[src/rtl/mem_port_arbiter.sv]
// mem_port_arbiter
// Shares one line-wide memory port between two cache masters
// (M0 = instruction cache, M1 = data cache). One master is granted at a
// time; the grant covers exactly the channels the master had requested
// when it was granted and is released once those have completed (or the
// master withdraws every request). Ties are broken round-robin.
//
// Ports:
//   clk, rstn                 clock, synchronous active-high reset
//   mX_ren/raddr              master read request and address
//   mX_wen/waddr/wdata/wmask  master write request, address, data, mask
//   mX_rdata                  read data (memory data broadcast)
//   mX_rvalid/wvalid          completions, only to the granted master
//   mem_*                     shared memory port
//   busy, grant_id            grant active / granted master
module mem_port_arbiter #(
    parameter int ADDR_WIDTH = 64,
    parameter int DATA_WIDTH = 64
) (
    input  logic                        clk,
    input  logic                        rstn,
    input  logic                        m0_ren,
    input  logic [ADDR_WIDTH-1:0]       m0_raddr,
    input  logic                        m0_wen,
    input  logic [ADDR_WIDTH-1:0]       m0_waddr,
    input  logic [DATA_WIDTH*2-1:0]     m0_wdata,
    input  logic [DATA_WIDTH*2/8-1:0]   m0_wmask,
    output logic [DATA_WIDTH*2-1:0]     m0_rdata,
    output logic                        m0_rvalid,
    output logic                        m0_wvalid,
    input  logic                        m1_ren,
    input  logic [ADDR_WIDTH-1:0]       m1_raddr,
    input  logic                        m1_wen,
    input  logic [ADDR_WIDTH-1:0]       m1_waddr,
    input  logic [DATA_WIDTH*2-1:0]     m1_wdata,
    input  logic [DATA_WIDTH*2/8-1:0]   m1_wmask,
    output logic [DATA_WIDTH*2-1:0]     m1_rdata,
    output logic                        m1_rvalid,
    output logic                        m1_wvalid,
    output logic                        mem_ren,
    output logic                        mem_wen,
    output logic [ADDR_WIDTH-1:0]       mem_raddr,
    output logic [ADDR_WIDTH-1:0]       mem_waddr,
    output logic [DATA_WIDTH*2-1:0]     mem_wdata,
    output logic [DATA_WIDTH*2/8-1:0]   mem_wmask,
    input  logic [DATA_WIDTH*2-1:0]     mem_rdata,
    input  logic                        mem_rvalid,
    input  logic                        mem_wvalid,
    output logic                        busy,
    output logic                        grant_id
);

    localparam logic [1:0] IDLE = 2'd0;
    localparam logic [1:0] GNT0 = 2'd1;
    localparam logic [1:0] GNT1 = 2'd2;

    logic [1:0] state_r;
    logic [1:0] state_s;
    logic       rr_last_r;
    logic       rr_last_s;
    logic       r_pend_r;
    logic       r_pend_s;
    logic       w_pend_r;
    logic       w_pend_s;
    logic       req0_s;
    logic       req1_s;
    logic       g_ren_s;
    logic       g_wen_s;

    // Read data is broadcast; masters qualify it with their own rvalid.
    assign m0_rdata = mem_rdata;
    assign m1_rdata = mem_rdata;

    assign req0_s = m0_ren | m0_wen;
    assign req1_s = m1_ren | m1_wen;

    // Live request lines of whichever master currently holds the grant.
    always_comb begin
        g_ren_s = 1'b0;
        g_wen_s = 1'b0;
        case (state_r)
            GNT0: begin
                g_ren_s = m0_ren;
                g_wen_s = m0_wen;
            end
            GNT1: begin
                g_ren_s = m1_ren;
                g_wen_s = m1_wen;
            end
            default: begin
                g_ren_s = 1'b0;
                g_wen_s = 1'b0;
            end
        endcase
    end

    // Arbitration and completion tracking: next state, pend flags, round-robin pointer.
    always_comb begin
        state_s   = state_r;
        rr_last_s = rr_last_r;
        r_pend_s  = r_pend_r;
        w_pend_s  = w_pend_r;
        case (state_r)
            IDLE: begin
                // rr_last=1 means M1 was served last, so M0 wins a tie.
                if (req0_s && (!req1_s || rr_last_r)) begin
                    state_s   = GNT0;
                    r_pend_s  = m0_ren;
                    w_pend_s  = m0_wen;
                    rr_last_s = 1'b0;
                end else if (req1_s) begin
                    state_s   = GNT1;
                    r_pend_s  = m1_ren;
                    w_pend_s  = m1_wen;
                    rr_last_s = 1'b1;
                end else begin
                    state_s   = IDLE;
                end
            end
            GNT0, GNT1: begin
                if (!(g_ren_s || g_wen_s)) begin
                    // Master withdrew everything: abandon the grant.
                    state_s  = IDLE;
                    r_pend_s = 1'b0;
                    w_pend_s = 1'b0;
                end else begin
                    r_pend_s = r_pend_r & ~mem_rvalid;
                    w_pend_s = w_pend_r & ~mem_wvalid;
                    if (!r_pend_s && !w_pend_s) begin
                        state_s = IDLE;
                    end else begin
                        state_s = state_r;
                    end
                end
            end
            default: begin
                state_s  = IDLE;
                r_pend_s = 1'b0;
                w_pend_s = 1'b0;
            end
        endcase
    end

    // State registers with synchronous reset; a reset mid-grant drops it silently.
    always_ff @(posedge clk) begin
        if (rstn) begin
            state_r   <= IDLE;
            rr_last_r <= 1'b1;
            r_pend_r  <= 1'b0;
            w_pend_r  <= 1'b0;
        end else begin
            state_r   <= state_s;
            rr_last_r <= rr_last_s;
            r_pend_r  <= r_pend_s;
            w_pend_r  <= w_pend_s;
        end
    end

    // Port steering: memory requests gated by pend flags (late requests are
    // not served), address/data passed whenever granted, completions routed.
    always_comb begin
        busy      = 1'b0;
        grant_id  = 1'b0;
        mem_ren   = 1'b0;
        mem_wen   = 1'b0;
        mem_raddr = '0;
        mem_waddr = '0;
        mem_wdata = '0;
        mem_wmask = '0;
        m0_rvalid = 1'b0;
        m0_wvalid = 1'b0;
        m1_rvalid = 1'b0;
        m1_wvalid = 1'b0;
        case (state_r)
            GNT0: begin
                busy      = 1'b1;
                grant_id  = 1'b0;
                mem_ren   = m0_ren & r_pend_r;
                mem_wen   = m0_wen & w_pend_r;
                mem_raddr = m0_raddr;
                mem_waddr = m0_waddr;
                mem_wdata = m0_wdata;
                mem_wmask = m0_wmask;
                m0_rvalid = mem_rvalid & r_pend_r;
                m0_wvalid = mem_wvalid & w_pend_r;
            end
            GNT1: begin
                busy      = 1'b1;
                grant_id  = 1'b1;
                mem_ren   = m1_ren & r_pend_r;
                mem_wen   = m1_wen & w_pend_r;
                mem_raddr = m1_raddr;
                mem_waddr = m1_waddr;
                mem_wdata = m1_wdata;
                mem_wmask = m1_wmask;
                m1_rvalid = mem_rvalid & r_pend_r;
                m1_wvalid = mem_wvalid & w_pend_r;
            end
            default: begin
                busy      = 1'b0;
            end
        endcase
    end

endmodule
[config.mk]
export PLATFORM = sky130hd
export DESIGN_NAME = mem_port_arbiter
export DESIGN_NICKNAME = d
export VERILOG_FILES = /design/src/rtl/mem_port_arbiter.sv
export SDC_FILE = /design/constraint.sdc
export NUM_CORES = 1
export LEC_CHECK = 0
export CAP_MARGIN = 20
export CORE_AREA = 10 10 460 462
export DETAILED_ROUTE_END_ITERATION = 10
export DIE_AREA = 0 0 470 472
export SYNTH_ARGS = -nofsm -noshare
export SYNTH_HDL_FRONTEND = slang
export SYNTH_SLANG_ARGS = --single-unit
export TNS_END_PERCENT = 100
[constraint.sdc]
create_clock -name clk -period 1.6 [get_ports clk]
set_clock_uncertainty 0.05 [all_clocks]
set_input_delay 0.24 -clock clk [delete_from_list [all_inputs] [get_ports clk]]
set_output_delay 0.24 -clock clk [all_outputs]
set_load 0.05 [all_outputs]
* Yosys cells after proc, flatten, opt, wreduce, memory -nomap -nowiden
Index checks and enable logic that the tools add are counted.
Cells by class: eq/ne operators 4, mux-type cells 29, bitwise gates (word level) 12, reduce and logical (&&, ||, !) cells 11
Operators by type and width (number):
- $pmux W128 S2 | 1
- $pmux W64 S2 | 2
- $pmux W16 S2 | 1
- $mux W1 | 14
- $pmux W1 S2 | 6
- $and A1 B1 Y1 | 8
- $mux W2 | 4
- $pmux W2 S2 | 1
- $logic_not A1 Y1 | 3
- $ne A3 B2 Y1 const B | 1
- $ne A3 B3 Y1 const B | 1
- $eq A2 B1 Y1 const B | 1
- $eq A2 B2 Y1 const B | 1
- $logic_and A1 B1 Y1 | 2
- $logic_not A2 Y1 | 1
- $logic_or A1 B1 Y1 | 2
- $not A1 Y1 | 2
- $or A1 B1 Y1 | 2
- $reduce_and A2 Y1 | 1
- $reduce_bool A2 Y1 | 1
- $reduce_or A2 Y1 | 1
Word-level totals: register bits 5, word-level logic and storage cells 60

* Longest topological paths before layout
Gate-level depths: netlist of run 1.
depth in word-level cells 7, gate-level depth with buffers 7, depth with buffers taken out 5

* Least setup slack after synthesis of run 1
Ideal clock, no wire load.
kind register to output, start register state_r[0], end output mem_raddr[10], arrival time 2.401 ns, data required time 1.310 ns, slack -1.091 ns, stages on the path, launching flop included 8, path buffers 3, cell sequence dfxtp_1 -> inv_1 -> ha_1 -> buf_2 -> buf_2 -> buf_1 -> a22oi_1 -> nor2b_1
On the way: longest elaborated chain between the ends 2, elaborated cells on any way between the ends 3, classes of those cells eq/ne: 2; mux: 1
RTL lines:
- start, declared | line 57 | logic [1:0] state_r;
- start signal, assigned | line 152 | state_r <= state_s;
- $eq A2 B2 Y1 or $eq A2 B1 Y1 (tied branches) | line 174 | case (state_r)
- $pmux W64 S2 * | line 174
- end, declared | line 42 | output logic [ADDR_WIDTH-1:0] mem_raddr,
Mark *: on every way between the ends. The rest lies on a longest branch, timed or not.

* Worst setup path after layout of run 1
start register state_r[0], end output mem_wdata[54]
On the way: longest elaborated chain between the ends 2, elaborated cells on any way between the ends 3, classes of those cells eq/ne: 2; mux: 1
RTL lines:
- $eq A2 B2 Y1 or $eq A2 B1 Y1 (tied branches) | line 174
- $pmux W128 S2 * | line 174
- end, declared | line 44 | output logic [DATA_WIDTH*2-1:0] mem_wdata,
Marks and branches as above.

==> flow_summary_export.csv, run 1 <==
group,metric,value,unit
run_status,status,"complete, but fails checks",
run_status,violations,"negative setup slack",
setup_path,r2r_cells,10,
setup_path,worst-path-stages,7,
grt,grt_pass1_vias,11820,
yosys,synthMuxAreaShare,0.6161,%
yosys,netlist_instances,948,
yosys,synth_compound_area_share,33.29,%
timing,setup_viol,284,
finish,final_area,26190,sq um
finish,final_layout_size_suffix_gt1_share,64.07,%
finish,fillCellCount,22560,
timing,rsz0062_at_grt,"true",
floorplanning,rows,165,
timing,relSlewSlack,32.53,%
floorplanning,die_x,470,um
clock_network,hold_buffers,0,
grt,gr-usage-all-layers,15.86,%
yosys,synthAdderAreaFrac,0.7701,%
placement,dp_worst_setup_slack,-1145,ps
timing,fin_ws,-1023,ps
timing,fin_setup_tns,-176300,ps
yosys,synth_top_area_share,31.42,%
setup_path,critical_path_buf_inv_count,4,
grt,grt_max_degree,29,
clock_network,root_buffer,"clkbuf_16",
setup_path,path_cells,"buf_6 > ha_4 > buf_12 > buf_12 > a22oi_2 > nor2b_2 > buf_12",
placement,place_area,21730,sq um
setup_path,cp_max_fo,8,
pwr,leakage,8.101,nW
finish,nNetsFinal,2377,
clock_network,clk_pin_slew_worst_paths,30,ps
detailed_routing,routed_via_density,2.669,
timing,hold_ws,430.0,ps
clock_network,cts_tree,"done",
placement,gp_congestion,0.8744,
yosys,yosysSeqAreaShare,1.540,%
clock_network,cts_buffers,3,
setup_path,worst_ep_arrival_time,2330,ps
job,cap_violations,0,
yosys,yosysWarnings,0,
yosys,synthXorXnorAreaFrac,0,%
timing,tightest_slew,1012,ps
pwr,vdd_drop_max,0.3448,mV
clock_network,cts.htree.levels,1,
min_path,hold_class,"input pin to output port",
pwr,p_per_area,604.0,nW/um^2
floorplanning,die_h,472,um
setup_path,crit_family,"compound AO/OA/AOI/OAI gates",
setup_path,cp_data_required_time,1310,ps
yosys,synth-simple-area-share,28.15,%
placement,io_buffers,831,
yosys,synth_edf_count,0,
timing,period_share,163.9,%
timing,min_period,2623,ps
clock_network,clock_sinks,5,
detailed_routing,ant_nets,0,
finish,utilization,12.97,%
yosys,yosys.cell_types.count,28,
yosys,synth.cell_area,6499,sq um
grt,grt_overflow,0,
yosys,async_flop_share,0,%
timing,final_hold_viol_count,0,
clock_network,clkLatencyLatePin,230,ps
detailed_routing,vias,11750,
setup_path,path_class,"flip-flop to output port",
yosys,syn_avg_cell_area,6.855,sq um
setup_path,crit_path_start_kind,"flip-flop",
min_path,hold_depth,0,
finish,final_cell_mix,"551 x clkdlybuf4s50_1, 336 x buf_12, 249 x a22oi_2",
setup_path,cpMostUsedCell,"buf_12",
floorplanning,initial_core_util,3.219,%
setup_path,cp-end-kind,"output port",
detailed_routing,drtIter0Drc,580,
setup_path,crit_slowest_cell,"a22oi_2",
yosys,synthTopCellsByArea,"a22oi_1 31%, buf_4 30%, nor2b_1 26%",
grt,grt_pass1_wl,213300,um
yosys,ys_ff_latch,5,
yosys,syn_nets,1632,
finish,multiInputGateArea,7398,sq um
setup_path,slowest_delay,760,ps
yosys,yosys.area.top_type,"a22oi_1",
finish,regArea,105.1,sq um
detailed_routing,firstDrtPassIters,4,
clock_network,cts.path.max_buffers,2,
floorplanning,die-area,221800,sq um
detailed_routing,drc,0,
floorplanning,io_pins,1216,
floorplanning,core_area,201900,sq um
placement,dpl.hpwl,170100,um
detailed_routing,drt_wl_total,186500,um
yosys,synth_top_family_by_area,"buffers and inverters",
finish,final_common_cell,"clkdlybuf4s50_1",
finish,area_growth,303.0,%
grt,grt_antenna_before_repair,249,
timing,drv_slew,0,
timing,fmax,381.3,MHz
detailed_routing,wl_per_cell,42.36,um
yosys,ys.flop_type,"dfxtp_1",
[power breakdown]
group          leakage [nW]  switching [mW]  total [mW]  internal (mW)
Combinational          8.02            7.22        15.2           8.00
Sequential           0.0425          0.0332       0.177          0.144
Clock                0.0384          0.0908       0.422          0.331
[cell families after synthesis]
group | Yosys count
buffers and inverters | 352
and+or+nand+nor | 295
AOI/OAI and AO/OA | 288
DFF | 5
muxes | 4
adders and majority gates | 4
[layer usage]
layer / GRT usage, % / vias to the layer above / wire (um)
met5: 0.5968 / - / 1118
met4: 3.856 / 146 / 7145
met3: 13.22 / 519 / 33860
met2: 29.11 / 1202 / 93440
met1: 12.72 / 5218 / 50970
li1: - / 4668 / -
[metrics by stage]
step,instances,power (mW)
2_1_floorplan,948,6.792
3_3_place_gp,4204,11.41
3_5_place_dp,4218,11.65
4_1_cts,4352,15.97
5_1_grt,4370,16.34
6_report,4403,15.82
[registers in the layout (all words and copies together) (netlist names)]
| name | cells |
|---|---|
| r_pend_r | 1 |
| rr_last_r | 1 |
| state_r | 2 |
| w_pend_r | 1 |
[layout make-up]
cell class | count | area share [%]
sequential | 5 | 0.4013
tap | 2672 | 12.77
antenna | 39 | 0.3727
timing repair buffer | 1088 | 57.84
multi-input combinational | 591 | 28.25
inverter | 4 | 0.06689
clock buffer | 4 | 0.3010
[synth_stat cells, drive strengths merged, types with 2 or more instances]
master	count
buf	302
nor2b	273
a22oi	272
clkbuf	46
dfxtp	5
nand2	5
and3	4
ha	4
inv	4
mux2i	4
nor2	4
o21ai	4
o211ai	3
a21boi	2
nand2b	2
nand3	2
nor4b	2
o211a	2
[timing repair]
action / in CTS / in global routing
setup endpoints to repair: 284 / 284
cloned: 38 / 4
buffers inserted: 97 / 43
pin swaps: 101 / 71
gates resized for setup: 421 / 167
[path summary, 6_finish.rpt]
kind / startpoint / end / slack (ps)
hold reg to reg: state_r[1]$_SDFFE_PP0P_ / state_r[1]$_SDFFE_PP0P_ / 470
hold / removal: mem_rdata[15] / m0_rdata[15] / 430
setup reg to reg: state_r[0]$_SDFFE_PP0P_ / state_r[0]$_SDFFE_PP0P_ / -390
setup / recovery: state_r[0]$_SDFFE_PP0P_ / mem_wdata[54] / -1020
(Power assumes the default switching activity.)
==> run 2, diff against run 1 <==
Settings changed: CTS_CLUSTER_DIAMETER set to 60.
==> results of run 2 <==
The final DEF is identical to that of run 1; final timing and power are the same.
==> run 3, diff against run 2 <==
Settings changed: CTS_CLUSTER_DIAMETER 60 to not set.
==> results of run 3 <==
The final DEF is identical to that of run 1; final timing and power are the same.
